--- src/rtl/moment_if.sv ---
// Cell-in / moments-out bundle for moment_calc.
// The fo_* forwarded-distribution signals exist only when MOMENT_FWD_EN is defined.
interface moment_if;
  // Handshakes: a transfer happens on a rising edge where valid && ready are both high.
  // The producer holds data stable while valid is high; valid never waits on ready.
  logic [15:0] f_null, f_n, f_ne, f_e, f_se, f_s, f_sw, f_w, f_nw;
  logic        in_valid;
  logic        in_ready;
  logic [15:0] rho, u_x, u_y;
  logic        out_valid;
  logic        out_ready;
  logic        ovf;
  logic        div_err;
  logic        busy;
  logic [1:0]  state_dbg;
`ifdef MOMENT_FWD_EN
  logic [15:0] fo_null, fo_n, fo_ne, fo_e, fo_se, fo_s, fo_sw, fo_w, fo_nw;

  modport master (
    output f_null, f_n, f_ne, f_e, f_se, f_s, f_sw, f_w, f_nw, in_valid, out_ready,
    input  in_ready, rho, u_x, u_y, out_valid, ovf, div_err, busy, state_dbg,
    input  fo_null, fo_n, fo_ne, fo_e, fo_se, fo_s, fo_sw, fo_w, fo_nw
  );
  modport slave (
    input  f_null, f_n, f_ne, f_e, f_se, f_s, f_sw, f_w, f_nw, in_valid, out_ready,
    output in_ready, rho, u_x, u_y, out_valid, ovf, div_err, busy, state_dbg,
    output fo_null, fo_n, fo_ne, fo_e, fo_se, fo_s, fo_sw, fo_w, fo_nw
  );
`else
  modport master (
    output f_null, f_n, f_ne, f_e, f_se, f_s, f_sw, f_w, f_nw, in_valid, out_ready,
    input  in_ready, rho, u_x, u_y, out_valid, ovf, div_err, busy, state_dbg
  );
  modport slave (
    input  f_null, f_n, f_ne, f_e, f_se, f_s, f_sw, f_w, f_nw, in_valid, out_ready,
    output in_ready, rho, u_x, u_y, out_valid, ovf, div_err, busy, state_dbg
  );
`endif
endinterface

--- src/rtl/moment_calc.sv ---
// Lattice-Boltzmann moment calculator: density and velocities of one D2Q9 cell via two serial dividers.
// Optional MOMENT_FWD_EN: latch the nine f inputs on accept and forward them as fo_* alongside the results.
module moment_calc #(
  parameter int FRAC_BITS = 13
) (
  input logic     clk,
  input logic     rst,
  moment_if.slave bus
);
  typedef enum logic [1:0] {
    IDLE = 2'd0,
    PREP = 2'd1,
    DIV  = 2'd2,
    OUT  = 2'd3
  } state_t;

  state_t      state;
  logic [3:0]  cnt;

  logic [15:0] sum_rho, sum_mx, sum_my;
  logic [15:0] rho_r, mx_r, my_r;
  logic        neg_x, neg_y, ovf_x, ovf_y, derr_r;
  logic [15:0] dvd_x, dvd_y;
  logic [15:0] rem_x, rem_y;
  logic [14:0] q_x, q_y;

  logic        in_ready_r, out_valid_r, busy_r, ovf_o, div_err_o;
  logic [15:0] rho_o, u_x_o, u_y_o;

  // Moment sums, all wrapping modulo 2^16.
  always_comb begin
    sum_rho = bus.f_null + bus.f_n + bus.f_ne + bus.f_e + bus.f_se
            + bus.f_s + bus.f_sw + bus.f_w + bus.f_nw;
    sum_mx  = bus.f_e - bus.f_w + bus.f_ne + bus.f_se - bus.f_sw - bus.f_nw;
    sum_my  = bus.f_n - bus.f_s + bus.f_ne + bus.f_nw - bus.f_sw - bus.f_se;
  end

  // PREP: magnitudes, scaled dividends and the saturation test |m|*2^F >= rho*2^15.
  logic [16:0] mag_x, mag_y;
  logic [31:0] pre_dvd_x, pre_dvd_y, rho_lim;
  logic        pre_derr;

  always_comb begin
    mag_x     = mx_r[15] ? (17'd0 - {1'b1, mx_r}) : {1'b0, mx_r};
    mag_y     = my_r[15] ? (17'd0 - {1'b1, my_r}) : {1'b0, my_r};
    pre_dvd_x = {15'd0, mag_x} << FRAC_BITS;
    pre_dvd_y = {15'd0, mag_y} << FRAC_BITS;
    rho_lim   = {17'd0, rho_r[14:0]} << 15;
    pre_derr  = rho_r[15] || (rho_r == 16'd0);
  end

  // DIV: one restoring step per axis. Without overflow the quotient fits in 15 bits,
  // so the partial remainder starts at dividend[31:16] and 16 steps consume bits 15..0.
  logic [16:0] sh_x, sh_y;
  logic [15:0] sub_x, sub_y, nrem_x, nrem_y, nq_x, nq_y;
  logic        ge_x, ge_y;
  logic [15:0] fin_x, fin_y;
  logic        fin_ovf;

  always_comb begin
    sh_x   = {rem_x, dvd_x[15]};
    sh_y   = {rem_y, dvd_y[15]};
    ge_x   = sh_x >= {1'b0, rho_r};
    ge_y   = sh_y >= {1'b0, rho_r};
    sub_x  = sh_x[15:0] - rho_r;
    sub_y  = sh_y[15:0] - rho_r;
    nrem_x = ge_x ? sub_x : sh_x[15:0];
    nrem_y = ge_y ? sub_y : sh_y[15:0];
    nq_x   = {q_x, ge_x};
    nq_y   = {q_y, ge_y};

    if (derr_r) begin
      fin_x = 16'h0000;
    end else if (ovf_x) begin
      fin_x = neg_x ? 16'h8001 : 16'h7FFF;
    end else begin
      fin_x = neg_x ? (16'd0 - nq_x) : nq_x;
    end

    if (derr_r) begin
      fin_y = 16'h0000;
    end else if (ovf_y) begin
      fin_y = neg_y ? 16'h8001 : 16'h7FFF;
    end else begin
      fin_y = neg_y ? (16'd0 - nq_y) : nq_y;
    end

    fin_ovf = !derr_r && (ovf_x || ovf_y);
  end

`ifdef MOMENT_FWD_EN
  logic [15:0] fo_null_r, fo_n_r, fo_ne_r, fo_e_r, fo_se_r, fo_s_r, fo_sw_r, fo_w_r, fo_nw_r;

  always_ff @(posedge clk) begin
    if (rst) begin
      fo_null_r <= '0; fo_n_r  <= '0; fo_ne_r <= '0;
      fo_e_r    <= '0; fo_se_r <= '0; fo_s_r  <= '0;
      fo_sw_r   <= '0; fo_w_r  <= '0; fo_nw_r <= '0;
    end else if (state == IDLE && bus.in_valid) begin
      fo_null_r <= bus.f_null; fo_n_r  <= bus.f_n;  fo_ne_r <= bus.f_ne;
      fo_e_r    <= bus.f_e;    fo_se_r <= bus.f_se; fo_s_r  <= bus.f_s;
      fo_sw_r   <= bus.f_sw;   fo_w_r  <= bus.f_w;  fo_nw_r <= bus.f_nw;
    end
  end

  assign bus.fo_null = fo_null_r;
  assign bus.fo_n    = fo_n_r;
  assign bus.fo_ne   = fo_ne_r;
  assign bus.fo_e    = fo_e_r;
  assign bus.fo_se   = fo_se_r;
  assign bus.fo_s    = fo_s_r;
  assign bus.fo_sw   = fo_sw_r;
  assign bus.fo_w    = fo_w_r;
  assign bus.fo_nw   = fo_nw_r;
`endif

  always_ff @(posedge clk) begin
    if (rst) begin
      state       <= IDLE;
      cnt         <= 4'd0;
      rho_r       <= '0;
      mx_r        <= '0;
      my_r        <= '0;
      neg_x       <= 1'b0;
      neg_y       <= 1'b0;
      ovf_x       <= 1'b0;
      ovf_y       <= 1'b0;
      derr_r      <= 1'b0;
      dvd_x       <= '0;
      dvd_y       <= '0;
      rem_x       <= '0;
      rem_y       <= '0;
      q_x         <= '0;
      q_y         <= '0;
      in_ready_r  <= 1'b1;
      out_valid_r <= 1'b0;
      busy_r      <= 1'b0;
      ovf_o       <= 1'b0;
      div_err_o   <= 1'b0;
      rho_o       <= '0;
      u_x_o       <= '0;
      u_y_o       <= '0;
    end else begin
      case (state)
        IDLE: begin
          if (bus.in_valid) begin
            rho_r      <= sum_rho;
            mx_r       <= sum_mx;
            my_r       <= sum_my;
            in_ready_r <= 1'b0;
            busy_r     <= 1'b1;
            state      <= PREP;
          end
        end
        PREP: begin
          neg_x  <= mx_r[15];
          neg_y  <= my_r[15];
          ovf_x  <= pre_dvd_x >= rho_lim;
          ovf_y  <= pre_dvd_y >= rho_lim;
          derr_r <= pre_derr;
          dvd_x  <= pre_dvd_x[15:0];
          dvd_y  <= pre_dvd_y[15:0];
          rem_x  <= pre_dvd_x[31:16];
          rem_y  <= pre_dvd_y[31:16];
          q_x    <= '0;
          q_y    <= '0;
          cnt    <= 4'd0;
          state  <= DIV;
        end
        DIV: begin
          rem_x <= nrem_x;
          rem_y <= nrem_y;
          q_x   <= nq_x[14:0];
          q_y   <= nq_y[14:0];
          dvd_x <= {dvd_x[14:0], 1'b0};
          dvd_y <= {dvd_y[14:0], 1'b0};
          if (cnt == 4'd15) begin
            rho_o       <= rho_r;
            u_x_o       <= fin_x;
            u_y_o       <= fin_y;
            ovf_o       <= fin_ovf;
            div_err_o   <= derr_r;
            out_valid_r <= 1'b1;
            state       <= OUT;
          end else begin
            cnt <= cnt + 4'd1;
          end
        end
        OUT: begin
          if (bus.out_ready) begin
            out_valid_r <= 1'b0;
            in_ready_r  <= 1'b1;
            busy_r      <= 1'b0;
            state       <= IDLE;
          end
        end
        default: state <= IDLE;
      endcase
    end
  end

  assign bus.in_ready  = in_ready_r;
  assign bus.out_valid = out_valid_r;
  assign bus.busy      = busy_r;
  assign bus.rho       = rho_o;
  assign bus.u_x       = u_x_o;
  assign bus.u_y       = u_y_o;
  assign bus.ovf       = ovf_o;
  assign bus.div_err   = div_err_o;
  assign bus.state_dbg = state;

endmodule

--- src/flat_wrapper.sv ---
// flat-port wrapper written by rule: the top's interface ports become plain ports
module moment_calc_flat 
#(
  parameter int FRAC_BITS = 13
)
  (clk, rst, bus_f_null, bus_f_n, bus_f_ne, bus_f_e, bus_f_se, bus_f_s, bus_f_sw, bus_f_w, bus_f_nw, bus_in_valid, bus_out_ready, bus_in_ready, bus_rho, bus_u_x, bus_u_y, bus_out_valid, bus_ovf, bus_div_err, bus_busy, bus_state_dbg);
  moment_if bus_i ();
  input logic clk;
  input logic rst;
  input wire logic [$bits(bus_i.f_null)-1:0] bus_f_null;
  input wire logic [$bits(bus_i.f_n)-1:0] bus_f_n;
  input wire logic [$bits(bus_i.f_ne)-1:0] bus_f_ne;
  input wire logic [$bits(bus_i.f_e)-1:0] bus_f_e;
  input wire logic [$bits(bus_i.f_se)-1:0] bus_f_se;
  input wire logic [$bits(bus_i.f_s)-1:0] bus_f_s;
  input wire logic [$bits(bus_i.f_sw)-1:0] bus_f_sw;
  input wire logic [$bits(bus_i.f_w)-1:0] bus_f_w;
  input wire logic [$bits(bus_i.f_nw)-1:0] bus_f_nw;
  input wire logic [$bits(bus_i.in_valid)-1:0] bus_in_valid;
  input wire logic [$bits(bus_i.out_ready)-1:0] bus_out_ready;
  output wire logic [$bits(bus_i.in_ready)-1:0] bus_in_ready;
  output wire logic [$bits(bus_i.rho)-1:0] bus_rho;
  output wire logic [$bits(bus_i.u_x)-1:0] bus_u_x;
  output wire logic [$bits(bus_i.u_y)-1:0] bus_u_y;
  output wire logic [$bits(bus_i.out_valid)-1:0] bus_out_valid;
  output wire logic [$bits(bus_i.ovf)-1:0] bus_ovf;
  output wire logic [$bits(bus_i.div_err)-1:0] bus_div_err;
  output wire logic [$bits(bus_i.busy)-1:0] bus_busy;
  output wire logic [$bits(bus_i.state_dbg)-1:0] bus_state_dbg;
  assign bus_i.f_null = bus_f_null;
  assign bus_i.f_n = bus_f_n;
  assign bus_i.f_ne = bus_f_ne;
  assign bus_i.f_e = bus_f_e;
  assign bus_i.f_se = bus_f_se;
  assign bus_i.f_s = bus_f_s;
  assign bus_i.f_sw = bus_f_sw;
  assign bus_i.f_w = bus_f_w;
  assign bus_i.f_nw = bus_f_nw;
  assign bus_i.in_valid = bus_in_valid;
  assign bus_i.out_ready = bus_out_ready;
  assign bus_in_ready = bus_i.in_ready;
  assign bus_rho = bus_i.rho;
  assign bus_u_x = bus_i.u_x;
  assign bus_u_y = bus_i.u_y;
  assign bus_out_valid = bus_i.out_valid;
  assign bus_ovf = bus_i.ovf;
  assign bus_div_err = bus_i.div_err;
  assign bus_busy = bus_i.busy;
  assign bus_state_dbg = bus_i.state_dbg;
  moment_calc #(.FRAC_BITS(FRAC_BITS)) u_core (.clk(clk), .rst(rst), .bus(bus_i));
endmodule
--- config.mk ---
export PLATFORM = sky130hd
export DESIGN_NAME = moment_calc_flat
export DESIGN_NICKNAME = d
export VERILOG_FILES = /design/src/rtl/moment_if.sv /design/src/rtl/moment_calc.sv /design/src/flat_wrapper.sv
export SDC_FILE = /design/constraint.sdc
export NUM_CORES = 1
export LEC_CHECK = 0
export CAP_MARGIN = 20
export CORE_ASPECT_RATIO = 2
export CORE_MARGIN = 2
export CORE_UTILIZATION = 35
export DETAILED_ROUTE_END_ITERATION = 10
export DONT_BUFFER_PORTS = 1
export GPL_TIMING_DRIVEN = 0
export PLACE_DENSITY = 0.49
export SKIP_CTS_REPAIR_TIMING = 1
export SLEW_MARGIN = 20
export SYNTH_ARGS = -nofsm -noshare
export SYNTH_HDL_FRONTEND = slang
export SYNTH_SLANG_ARGS = --single-unit
--- constraint.sdc ---
create_clock -name clk -period 5.75 [get_ports clk]
set_input_delay 0.575 -clock clk [delete_from_list [all_inputs] [get_ports clk]]
set_output_delay 0.575 -clock clk [all_outputs]
set_load 0.05 [all_outputs]
== Yosys cells after proc, flatten, opt, wreduce, memory -nomap -nowiden ==
Cells that the tools add are included.
Storage, ports and cells
  output and inout bits: 55
  bits in registers: 206
  input port bits: 148
  word-level logic and storage cells: 108
Operators by class
  mux-type cells: 32
  add/subtract/negate cells: 25
  equal/unequal tests: 8
  $lt $le $gt $ge: 4
  reduce and logical (&&, ||, !) cells: 15
Operator list (number)
  $add A16 B16 Y16: 12
  $mux W16: 10
  $pmux W16 S2: 4
  $sub A16 B16 Y16: 8
  $ge A30 B30 Y1: 2
  $pmux W15 S2: 2
  $ge A17 B16 Y1: 2
  $mux W17: 2
  $sub A1 B17 Y17 const A: 2
  $sub A1 B16 Y16 const A: 2
  $logic_not A16 Y1: 1
  $reduce_and A3 Y1: 3
  $pmux W2 S4: 1
  $pmux W4 S2: 1
  $mux W2: 3
  $ne A2 B2 Y1 const B: 3
  $pmux W1 S2: 3
  $reduce_and A2 Y1: 3
  $reduce_bool A2 Y1: 3
  $mux W1: 5
  $add A4 B1 Y4 const B: 1
  $eq A2 B2 Y1 const B: 2
  $eq A4 B4 Y1 const B: 1
  $mux W4: 1
  6 further kinds: 7

== Logic depth before layout (Yosys ltp) ==
Gate-level depths: netlist of run 1.
  word-level depth: 8
  gate-level depth with buffers: 19
  depth with buffers taken out: 19

== Worst setup path before layout of run 1 ==
No wires, ideal clock.
  path kind: input to register
  start point: in bus_f_nw[2]
  end point: reg u_core.rho_r[12]
  required time: 5.680 ns
  stages: 19
  arrival time: 4.699 ns
  setup slack: 0.981 ns
  setup time: 0.070 ns
  cell sequence: inv_1 > fa_1 > inv_1 > fa_1 > fa_1 > inv_1 > fa_1 > inv_1 > ha_1 > fa_1 > a21o_1 > a21o_1 > a21oi_1 > o21ai_0 > a41oi_1 > nor2b_1 > xnor2_1 > nand2_1 > a21oi_1
On the way
  longest elaborated chain between the ends: 1
RTL lines
  start: declaration: RTL line flat_wrapper.sv:18  | input wire logic [$bits(bus_i.f_nw)-1:0] bus_f_nw;
  $add A16 B16 Y16: RTL line moment_calc.sv:33  | + bus.f_s + bus.f_sw + bus.f_w + bus.f_nw;
  end signal: assignment: RTL line moment_calc.sv:147  | rho_r <= sum_rho;
  end: declaration: RTL line moment_calc.sv:21  | logic [15:0] rho_r, mx_r, my_r;
Every way passes these cells.
A chain may end at the register's enable or synchronous reset.

== Worst setup path in the final report of run 1 ==
  start point: reg u_core.rho_r[1]
  end point: reg u_core.u_x_o[6], in the netlist u_core.bus.u_x[6]
On the way
  longest elaborated chain between the ends: 5
RTL lines
  $ge A17 B16 Y1: RTL line moment_calc.sv:63  | ge_x = sh_x >= {1'b0, rho_r};
  $sub A1 B16 Y16: RTL line moment_calc.sv:77  | fin_x = neg_x ? (16'd0 - nq_x) : nq_x;
  $mux W16: RTL line moment_calc.sv:77
  $mux W16: RTL line moment_calc.sv:74  | end else if (ovf_x) begin
  $mux W16: RTL line moment_calc.sv:72  | if (derr_r) begin
  end signal: assignment: RTL line moment_calc.sv:179  | u_x_o <= fin_x;
  end: declaration: RTL line moment_calc.sv:28  | logic [15:0] rho_o, u_x_o, u_y_o;
Every way passes these cells.

==> results.json, run 1 <==
{
  "fill_cells": 5375,
  "worst_skew_pair.late_latency_ps": 460,
  "antenna_left": 0,
  "clk_path_buf_depth": 2,
  "async_reset_ff_frac": 0,
  "drv_slew": 0,
  "critPathMaxFanout": 10,
  "dr.pass1.iters": 5,
  "routed_via_density": 5.29,
  "worstPathRequired_ps": 6150,
  "hold_path.class": "input pin to flip-flop",
  "worstSetupPathType": "flip-flop to flip-flop",
  "wl_mm": 61.4,
  "crit_top_cell": "nand2_1",
  "yosysSeqAreaShare": 0.198,
  "p_leak_nw": 8.39,
  "max_slew.worst_pin.slew_ps": 981,
  "synth_area_um2": 18200,
  "regArea_um2": 3600,
  "comb_power_share": 0.765,
  "synth-edff-count": 0,
  "fin_crit_sh": 0.921,
  "cap_violations": 0,
  "powerDensity_nw_per_um2": 669,
  "ys_types": 76,
  "p_int_w": 0.00607,
  "diodes": 0,
  "drt_iter0_markers": 770,
  "fin_crit_ps": 5300,
  "switching_share": 0.539,
  "reg2reg_setup_slack_ps": 450,
  "path_clk_slew_ps": 80,
  "cp.depth": 17,
  "gp_congestion": 0.924,
  "htree_num_levels": 4,
  "cts_tree": "built",
  "yosysTopAreaCellShare": 0.243,
  "avgRoutedWirePerCell_um": 21.5,
  "numCtsBuffers": 17,
  "track_usage": 0.235,
  "nets": 2675,
  "grt_max_degree": 18,
  "row_count": 118,
  "core_um2": 51500,
  "crit_family": "compound AO/OA/AOI/OAI gates",
  "slowest_delay_ps": 830,
  "syn_to_final_growth_pct": 8.03,
  "slew_headroom": 0.344,
  "yosys_warnings": 0,
  "status": "finished clean",
  "finalSetupTns_ps": 0,
  "seqPwrFrac": 0.138,
  "finalClockSkew_ps": 13.5,
  "ys.flop_type": "dfxtp_1",
  "ir_drop_uv": 285,
  "worstHoldStart": "bus_out_ready",
  "syn_area_per_cell_um2": 8.40,
  "hold_viol": 0,
  "critPathSlowestCell": "a2111oi_1",
  "setup-violations-final": 0,
  "dp_hpwl_mm": 52.9,
  "die_x_um": 165,
  "crit_chain": "inv_1 > ha_1 > nor2b_1 > o31a_1 > o31ai_1 > o211ai_1 > a31oi_1 > nor2_1 > inv_2 > buf_2 > ha_1 > nand2_1 > nand2_1 > nand2_1 > a2111oi_1 > a21oi_1 > nor2_1",
  "drive_above_1_share": 0.0259,
  "reg2reg_from": "u_core.rho_r[1]$_SDFFE_PP0P_",
  "synth_area_leader_cell": "fa_1",
  "grt_first_pass_wirelength_mm": 94.1,
  "p_total_w": 0.0132,
  "start_util": 0.353,
  "crit_arrival_ps": 5700,
  "grt_pass1_vias": 16300,
  "drc": 0,
  "hold_end": "u_core.bus.out_valid$_SDFFE_PP0P_",
  "cp-end-kind": "flip-flop",
  "die_area_um2": 54000,
  "die_y_um": 327,
  "synth_most_common_cell": "inv_1",
  "grt-ovfl-total": 0,
  "crit_buf_inv": 3,
  "antenna_found_initial": 0,
  "cp-start-kind": "flip-flop",
  "synth_area_leaders": "fa_1 (24%), dfxtp_1 (20%), ha_1 (8.2%)",
  "power.clock.fraction": 0.097,
  "synth-seq-cells": 180,
  "io-pin-count": 203,
  "syn_inst": 2166,
  "rr_endpoint": "u_core.bus.u_x[6]$_SDFFE_PP0P_",
  "whs_path_depth": 3,
  "ys_top_cells_by_count": "inv_1 (350), fa_1 (221), nand2_1 (220), a21oi_1 (194), dfxtp_1 (180)",
  "p_sw_w": 0.00709,
  "r2r_cells": 17,
  "io_buffers": 0,
  "rsz0062_at_grt": "false",
  "clock-sinks": 180,
  "max_freq_mhz": 189,
  "cts-root-buf": "clkbuf_16",
  "vias": 15100,
  "multiInputGateArea_um2": 12900
}
## cells by family after synthesis
kind of cell | Yosys count | synth area share
AOI/OAI and AO/OA | 491 | 0.167
and+or+nand+nor | 585 | 0.155
adders and majority gates | 341 | 0.325
buffers and inverters | 441 | 0.0918
muxes | 21 | 0.0115
xor gates and xnor gates | 106 | 0.0510
other | 1 | 0.000206
DFF | 180 | 0.198
## power by group through the flow
stage | clock [W] | sequential (W) | combinational [W]
2_1_floorplan | 0 | 0.00172 | 0.00726
3_3_place_gp | 0 | 0.00183 | 0.00999
3_5_place_dp | 0 | 0.00184 | 0.0101
4_1_cts | 0.00130 | 0.00181 | 0.0101
5_1_grt | 0.00134 | 0.00184 | 0.0112
6_report | 0.00128 | 0.00181 | 0.0101
## through the flow
| step | hold WS, ps | util | cells | area (um^2) | setup WS (ps) |
|---|---|---|---|---|---|
| 6_report | 331 | 0.382 | 2859 | 19700 | 453 |
| 5_1_grt | 373 | 0.382 | 2859 | 19700 | 203 |
| 4_1_cts | 322 | 0.382 | 2859 | 19700 | 439 |
| 3_5_place_dp | 464 | 0.369 | 2827 | 19000 | 338 |
| 3_3_place_gp | 458 | 0.369 | 2827 | 19000 | 292 |
| 2_1_floorplan | 445 | - | 2167 | 18200 | 981 |
## final cells by class
type,instances,share of cell area
clock inverters,12,0.00827
well taps,660,0.0420
plain buffers,90,0.0180
clock buffers,20,0.0237
inverters,351,0.0670
multi-input cells,1546,0.658
flip-flops and latches,180,0.183
## per-layer routing
metal,GRT usage,vias up,part of all wire
met1,0.212,7378,0.32
met2,0.476,390,0.58
met4,0.145,0,0.068
li1,-,7194,-
met3,0.0277,158,0.032
met5,0,-,0
## worst register-to-register path, stage by stage, from the launching register on
cell	delay (ps)
dfxtp_1	700
inv_1	300
ha_1	370
nor2b_1	150
o31a_1	300
o31ai_1	450
o211ai_1	170
a31oi_1	300
nor2_1	250
inv_2	260
buf_2	330
ha_1	320
nand2_1	150
nand2_1	120
nand2_1	60
a2111oi_1	830
a21oi_1	80
nor2_1	110
## layout by cell type (no fill, tap or decap), types with 5 or more instances in the layout
cell / instances
nand3_1: 47
a21o_1: 22
o41ai_1: 6
nor2_1: 118
a21oi_1: 194
o21ai_0: 90
xnor2_1: 81
clkbuf_1: 69
a21boi_0: 8
buf_2: 6
nand4_1: 11
and4_1: 6
a41oi_1: 5
fa_1: 221
nand2_1: 220
buf_1: 13
nor2b_1: 30
o22ai_1: 13
mux2i_1: 21
a31oi_1: 22
a211oi_1: 22
or3_1: 13
nor3b_1: 12
xor2_1: 25
dfxtp_1: 180
nand2b_1: 43
nor3_1: 37
inv_1: 350
and3_1: 6
ha_1: 120
o21a_1: 19
o31ai_1: 17
a22oi_1: 7
clkbuf_16: 17
o211ai_1: 17
nor4_1: 14
a311oi_1: 6
## worst max path at each step
stage               slack, ps                               to                         start
floorplan                 980    u_core.rho_r[12]$_SDFFE_PP0P_                   bus_f_nw[2]
global placement          290   u_core.bus.u_x[6]$_SDFFE_PP0P_  u_core.rho_r[1]$_SDFFE_PP0P_
detailed placement        340    u_core.rho_r[12]$_SDFFE_PP0P_                   bus_f_nw[2]
CTS                       440   u_core.bus.u_x[6]$_SDFFE_PP0P_  u_core.rho_r[1]$_SDFFE_PP0P_
global route              200  u_core.bus.u_x[14]$_SDFFE_PP0P_  u_core.rho_r[1]$_SDFFE_PP0P_
finish                    450   u_core.bus.u_x[6]$_SDFFE_PP0P_  u_core.rho_r[1]$_SDFFE_PP0P_
## flip-flops by register name, summed over array words and instances (netlist names), 4 cells and up
register        count
u_core.cnt          4
u_core.q_y         15
u_core.rem_y       16
u_core.rho_r       16
u_core.bus.u_x     16
u_core.q_x         15
u_core.bus.u_y     16
u_core.mx_r        16
u_core.rem_x       16
u_core.bus.rho     16
u_core.my_r        16
No activity file was read; power rests on OpenSTA's default activity.
==> run 2, diff against run 1 <==
--- a/config.mk
+++ b/config.mk
@@ -6,13 +6,15 @@
 export NUM_CORES = 1
 export LEC_CHECK = 0
 export CAP_MARGIN = 20
+export CELL_PAD_IN_SITES_DETAIL_PLACEMENT = 2
+export CELL_PAD_IN_SITES_GLOBAL_PLACEMENT = 2
 export CORE_ASPECT_RATIO = 2
 export CORE_MARGIN = 2
 export CORE_UTILIZATION = 35
 export DETAILED_ROUTE_END_ITERATION = 10
 export DONT_BUFFER_PORTS = 1
 export GPL_TIMING_DRIVEN = 0
-export PLACE_DENSITY = 0.49
+export PLACE_DENSITY = 0.73
 export SKIP_CTS_REPAIR_TIMING = 1
 export SLEW_MARGIN = 20
 export SYNTH_ARGS = -nofsm -noshare
==> run 2 against run 1 <==
  * Fmax decreased by 3.0%
  * Sequential power is essentially flat
  * Cell count unchanged
  * Highest routed layer unchanged
==> results.json, run 2 (same netlist as run 1, synthesis figures left out) <==
{
  "diodes": 0,
  "finalSetupTns_ps": 0,
  "cap_violations": 0,
  "critPathMaxFanout": 10,
  "start_util": 0.353,
  "clock-sinks": 180,
  "final_cell_mix": "inv_1 (350), fa_1 (221), nand2_1 (220)",
  "dp_hpwl_mm": 60.6,
  "crit_arrival_ps": 5770,
  "cp-startpoint": "u_core.rho_r[2]$_SDFFE_PP0P_",
  "die_x_um": 165,
  "grt_max_degree": 17,
  "crit_chain": "inv_1 > ha_1 > o21a_1 > o31a_1 > o31ai_1 > o211ai_1 > a31oi_2 > nor2_1 > inv_2 > buf_2 > ha_1 > nand2_1 > nor2_1 > a31oi_1 > o211ai_1 > a21oi_1",
  "cp-end-kind": "flip-flop",
  "track_usage": 0.269,
  "grt-ovfl-total": 0,
  "layout_commonest_cell": "inv_1",
  "wl_mm": 70.3,
  "fill_cells": 5819,
  "drc": 0,
  "max_freq_mhz": 183,
  "htree_num_levels": 4,
  "slowest_delay_ps": 650,
  "clk_path_buf_depth": 2,
  "cp-start-kind": "flip-flop",
  "vias": 15700,
  "drive_above_1_share": 0.0259,
  "core_um2": 51500,
  "grt_pass1_vias": 18600,
  "placed_area_um2": 19000,
  "path_clk_slew_ps": 70,
  "p_leak_nw": 8.37,
  "cts_tree": "built",
  "io-pin-count": 203,
  "numCtsBuffers": 17,
  "fin_crit_ps": 5460,
  "setup-violations-final": 0,
  "dr.pass1.iters": 4,
  "p_total_w": 0.0136,
  "gp_congestion": 0.896,
  "hold_path.class": "input pin to flip-flop",
  "antenna_found_initial": 0,
  "antenna_left": 0,
  "cts-root-buf": "clkbuf_16",
  "avgRoutedWirePerCell_um": 24.6,
  "die_y_um": 327,
  "final_util": 0.381,
  "rsz0062_at_grt": "false",
  "powerDensity_nw_per_um2": 695,
  "max_slew.worst_pin.slew_ps": 1030,
  "syn_to_final_growth_pct": 7.79,
  "worstPathRequired_ps": 6060,
  "grtUsageMet3": 0.0395,
  "row_count": 118,
  "drt_iter0_markers": 523,
  "slew_headroom": 0.315,
  "worstSetupPathType": "flip-flop to flip-flop",
  "nets": 2675,
  "critPathSlowestCell": "dfxtp_1",
  "status": "finished clean",
  "routed_via_density": 5.48,
  "worstHoldStart": "bus_out_ready",
  "grtUsageMet2": 0.555,
  "top_usage_layer": "met2",
  "grt_use_met1": 0.229,
  "fin_area_um2": 19600,
  "grt_first_pass_wirelength_mm": 108,
  "io_buffers": 0,
  "worst_skew_pair.late_latency_ps": 480,
  "hold_viol": 0,
  "die_area_um2": 54000,
  "drv_slew": 0,
  "finalClockSkew_ps": 13.7,
  "reg2reg_from": "u_core.rho_r[2]$_SDFFE_PP0P_",
  "fin_crit_sh": 0.949,
  "ir_drop_uv": 338
}
[run 2: path summary, 6_finish.rpt]
path | to | cells past startpoint | slack [ps]
worst max-delay path | u_core.bus.u_x[14]$_SDFFE_PP0P_ | 16 | 290
worst min-delay path | u_core.bus.out_valid$_SDFFE_PP0P_ | 3 | 310
worst max register to register | u_core.bus.u_x[14]$_SDFFE_PP0P_ | 16 | 290
worst min register to register | u_core.dvd_y[13]$_SDFFE_PP0P_ | 2 | 480
[run 2: layout make-up]
cell class,instances,area [um^2],share of cell area
tap,660,826,0.0421
multi-input combinational,1546,12900,0.660
clock buffer,19,433,0.0221
inverter,351,1320,0.0671
clock inverter,13,146,0.00746
sequential,180,3600,0.184
buffer,90,354,0.0180
[run 2: critical path, delay by kind of cell, from the launching register on]
family	cells	cell delay, ps
and+or+nand+nor	3	830
AOI/OAI and AO/OA	8	2060
DFF	1	650
adders and majority gates	2	770
buffers and inverters	3	970
[run 2: power breakdown]
part	internal (W)	switching (W)	leakage, nW
registers	0.00148	0.000336	1.46
clock network	0.000647	0.000580	0.284
logic	0.00396	0.00663	6.62
[run 2: per-layer routing]
metal / vias to the layer above / share of wire
met5: - / 0
met4: 0 / 0.069
met3: 172 / 0.033
met2: 362 / 0.59
met1: 7959 / 0.31
li1: 7182 / -
[run 2: per-stage QoR]
stage / setup slack [ps] / std cells / hold slack [ps]
after floorplan: 981 / 2167 / 445
after global routing: 157 / 2859 / 337
after global placement: -85.0 / 2827 / 461
after CTS: -145 / 2859 / 313
after detailed placement: -139 / 2827 / 468
final: 291 / 2859 / 315
==> run 3, diff against run 2 <==
--- a/config.mk
+++ b/config.mk
@@ -14,6 +14,7 @@
 export DETAILED_ROUTE_END_ITERATION = 10
 export DONT_BUFFER_PORTS = 1
 export GPL_TIMING_DRIVEN = 0
+export MAX_ROUTING_LAYER = met4
 export PLACE_DENSITY = 0.73
 export SKIP_CTS_REPAIR_TIMING = 1
 export SLEW_MARGIN = 20
==> constraint.sdc (replaced) <==
create_clock -name clk -period 5.8 [get_ports clk]
set_input_delay 0.58 -clock clk [delete_from_list [all_inputs] [get_ports clk]]
set_output_delay 0.58 -clock clk [all_outputs]
set_load 0.05 [all_outputs]
==> run 3 against run 2 <==
  * Non-clock buffer count is the same
  * First-iteration DRC count grew 7.1%
  * Die area unchanged
  * Cell count did not move
  * Sequential power barely moved
  * Power decreased by 0.37%
  * Register-to-register slack improved by 60 ps
  * Sequential cell count is the same
  * Via count is 0.26% higher
  * Critical path type unchanged
==> results.json, run 3 (same netlist as run 1, synthesis figures left out) <==
{
  "status": "finished clean",
  "p_total_w": 0.0136,
  "routed_via_density": 5.50,
  "drc": 0,
  "start_util": 0.353,
  "die_area_um2": 54000,
  "layout_commonest_cell": "inv_1",
  "dp_hpwl_mm": 60.9,
  "slowest_delay_ps": 640,
  "p_leak_nw": 8.38,
  "cts_tree": "built",
  "cp-start-kind": "flip-flop",
  "io-pin-count": 203,
  "place_inst": 2827,
  "gp_congestion": 0.916,
  "grt_first_pass_wirelength_mm": 108,
  "grt_max_degree": 18,
  "multiInputGateArea_um2": 12900,
  "reg2reg_from": "u_core.rho_r[2]$_SDFFE_PP0P_",
  "core_um2": 51500,
  "hold_viol": 0,
  "avgRoutedWirePerCell_um": 24.8,
  "syn_to_final_growth_pct": 7.94,
  "crit_family": "compound AO/OA/AOI/OAI gates",
  "fin_area_um2": 19700,
  "grt_pass1_vias": 18700,
  "fill_cells": 5839,
  "max_slew.worst_pin.slew_ps": 1030,
  "regArea_um2": 3600,
  "drv_slew": 0,
  "slew_headroom": 0.311,
  "grt-ovfl-total": 0,
  "powerDensity_nw_per_um2": 691,
  "antenna_found_initial": 0,
  "fin_crit_sh": 0.940,
  "setup-violations-final": 0,
  "vias": 15700,
  "drive_above_1_share": 0.0264,
  "crit_arrival_ps": 5760,
  "wl_mm": 71.0,
  "die_x_um": 165,
  "clk_path_buf_depth": 2,
  "worstHoldStart": "bus_out_ready",
  "diodes": 0,
  "drt_iter0_markers": 560,
  "finalClockSkew_ps": 9.91,
  "htree_num_levels": 4,
  "ir_drop_uv": 294,
  "max_freq_mhz": 184,
  "dr.pass1.iters": 4,
  "crit_chain": "inv_1 > ha_1 > o21a_1 > o31a_1 > o31ai_1 > o211ai_1 > a31oi_2 > nor2_1 > inv_2 > buf_2 > ha_1 > nand2_1 > nor2_1 > a31oi_1 > o211ai_1 > a21oi_1",
  "worstPathRequired_ps": 6120,
  "cp-startpoint": "u_core.rho_r[2]$_SDFFE_PP0P_",
  "row_count": 118,
  "die_y_um": 327,
  "cp.depth": 16,
  "fin_cells": 2859,
  "whs_path_depth": 3,
  "antenna_left": 0,
  "critPathSlowestCell": "dfxtp_1",
  "cts-root-buf": "clkbuf_16",
  "crit_buf_inv": 3,
  "cap_violations": 0,
  "numCtsBuffers": 17,
  "path_clk_slew_ps": 80,
  "io_buffers": 0,
  "final_cell_mix": "inv_1 (350), fa_1 (221), nand2_1 (220)",
  "cp-end-kind": "flip-flop",
  "track_usage": 0.279,
  "post-place-ws_ps": -191,
  "nets": 2675,
  "worstSetupPathType": "flip-flop to flip-flop",
  "worst_skew_pair.late_latency_ps": 470,
  "hold_path.class": "input pin to flip-flop",
  "rsz0062_at_grt": "false",
  "critPathMaxFanout": 10,
  "r2r_cells": 16,
  "fin_crit_ps": 5450,
  "placed_area_um2": 19000,
  "finalWorstSetupSlack_ps": 351,
  "clock-sinks": 180
}
-- run 3: cell count changes in the layout (fill, tap and decap cells not counted), sizes merged --
cell,before,now
clkinv,5,2
inv,356,359
-- run 3: routing by layer --
metal	track usage	vias to the layer above	wire [um]
li1	-	7189	-
met3	0.0383	173	2140
met4	0.165	0	4930
met1	0.230	8007	21900
met5	-	-	0
met2	0.562	347	42000
-- run 3: final timing paths --
kind	endpoint	slack (ps)
worst max-delay path	u_core.bus.u_x[14]$_SDFFE_PP0P_	350
worst min-delay path	u_core.bus.out_valid$_SDFFE_PP0P_	320
worst max register to register	u_core.bus.u_x[14]$_SDFFE_PP0P_	350
worst min register to register	u_core.dvd_x[13]$_SDFFE_PP0P_	480
-- run 3: report_power, final --
| group | internal (W) | switching (W) | total (W) |
|---|---|---|---|
| clock network | 0.000664 | 0.000591 | 0.00125 |
| registers | 0.00147 | 0.000334 | 0.00181 |
| logic | 0.00391 | 0.00661 | 0.0105 |
-- run 3: layout make-up --
cell class,count,area share
multi-input cells,1546,0.659
flip-flops and latches,180,0.183
inverters,351,0.0670
well taps,660,0.0420
clock buffers,19,0.0225
plain buffers,90,0.0180
clock inverters,13,0.00834
-- run 3: metrics by stage --
step / util / hold slack (ps) / TNS (ps)
after floorplan: - / 445 / 0
after global placement: 0.369 / 461 / -145
after detailed placement: 0.369 / 467 / -467
after CTS: 0.381 / 304 / -626
after global routing: 0.381 / 336 / 0
final: 0.381 / 319 / 0
-- run 3: tightest hold or removal path, stage by stage --
cell and delay [ps]:
nand2_1 40, a21oi_1 60, nor2_1 80
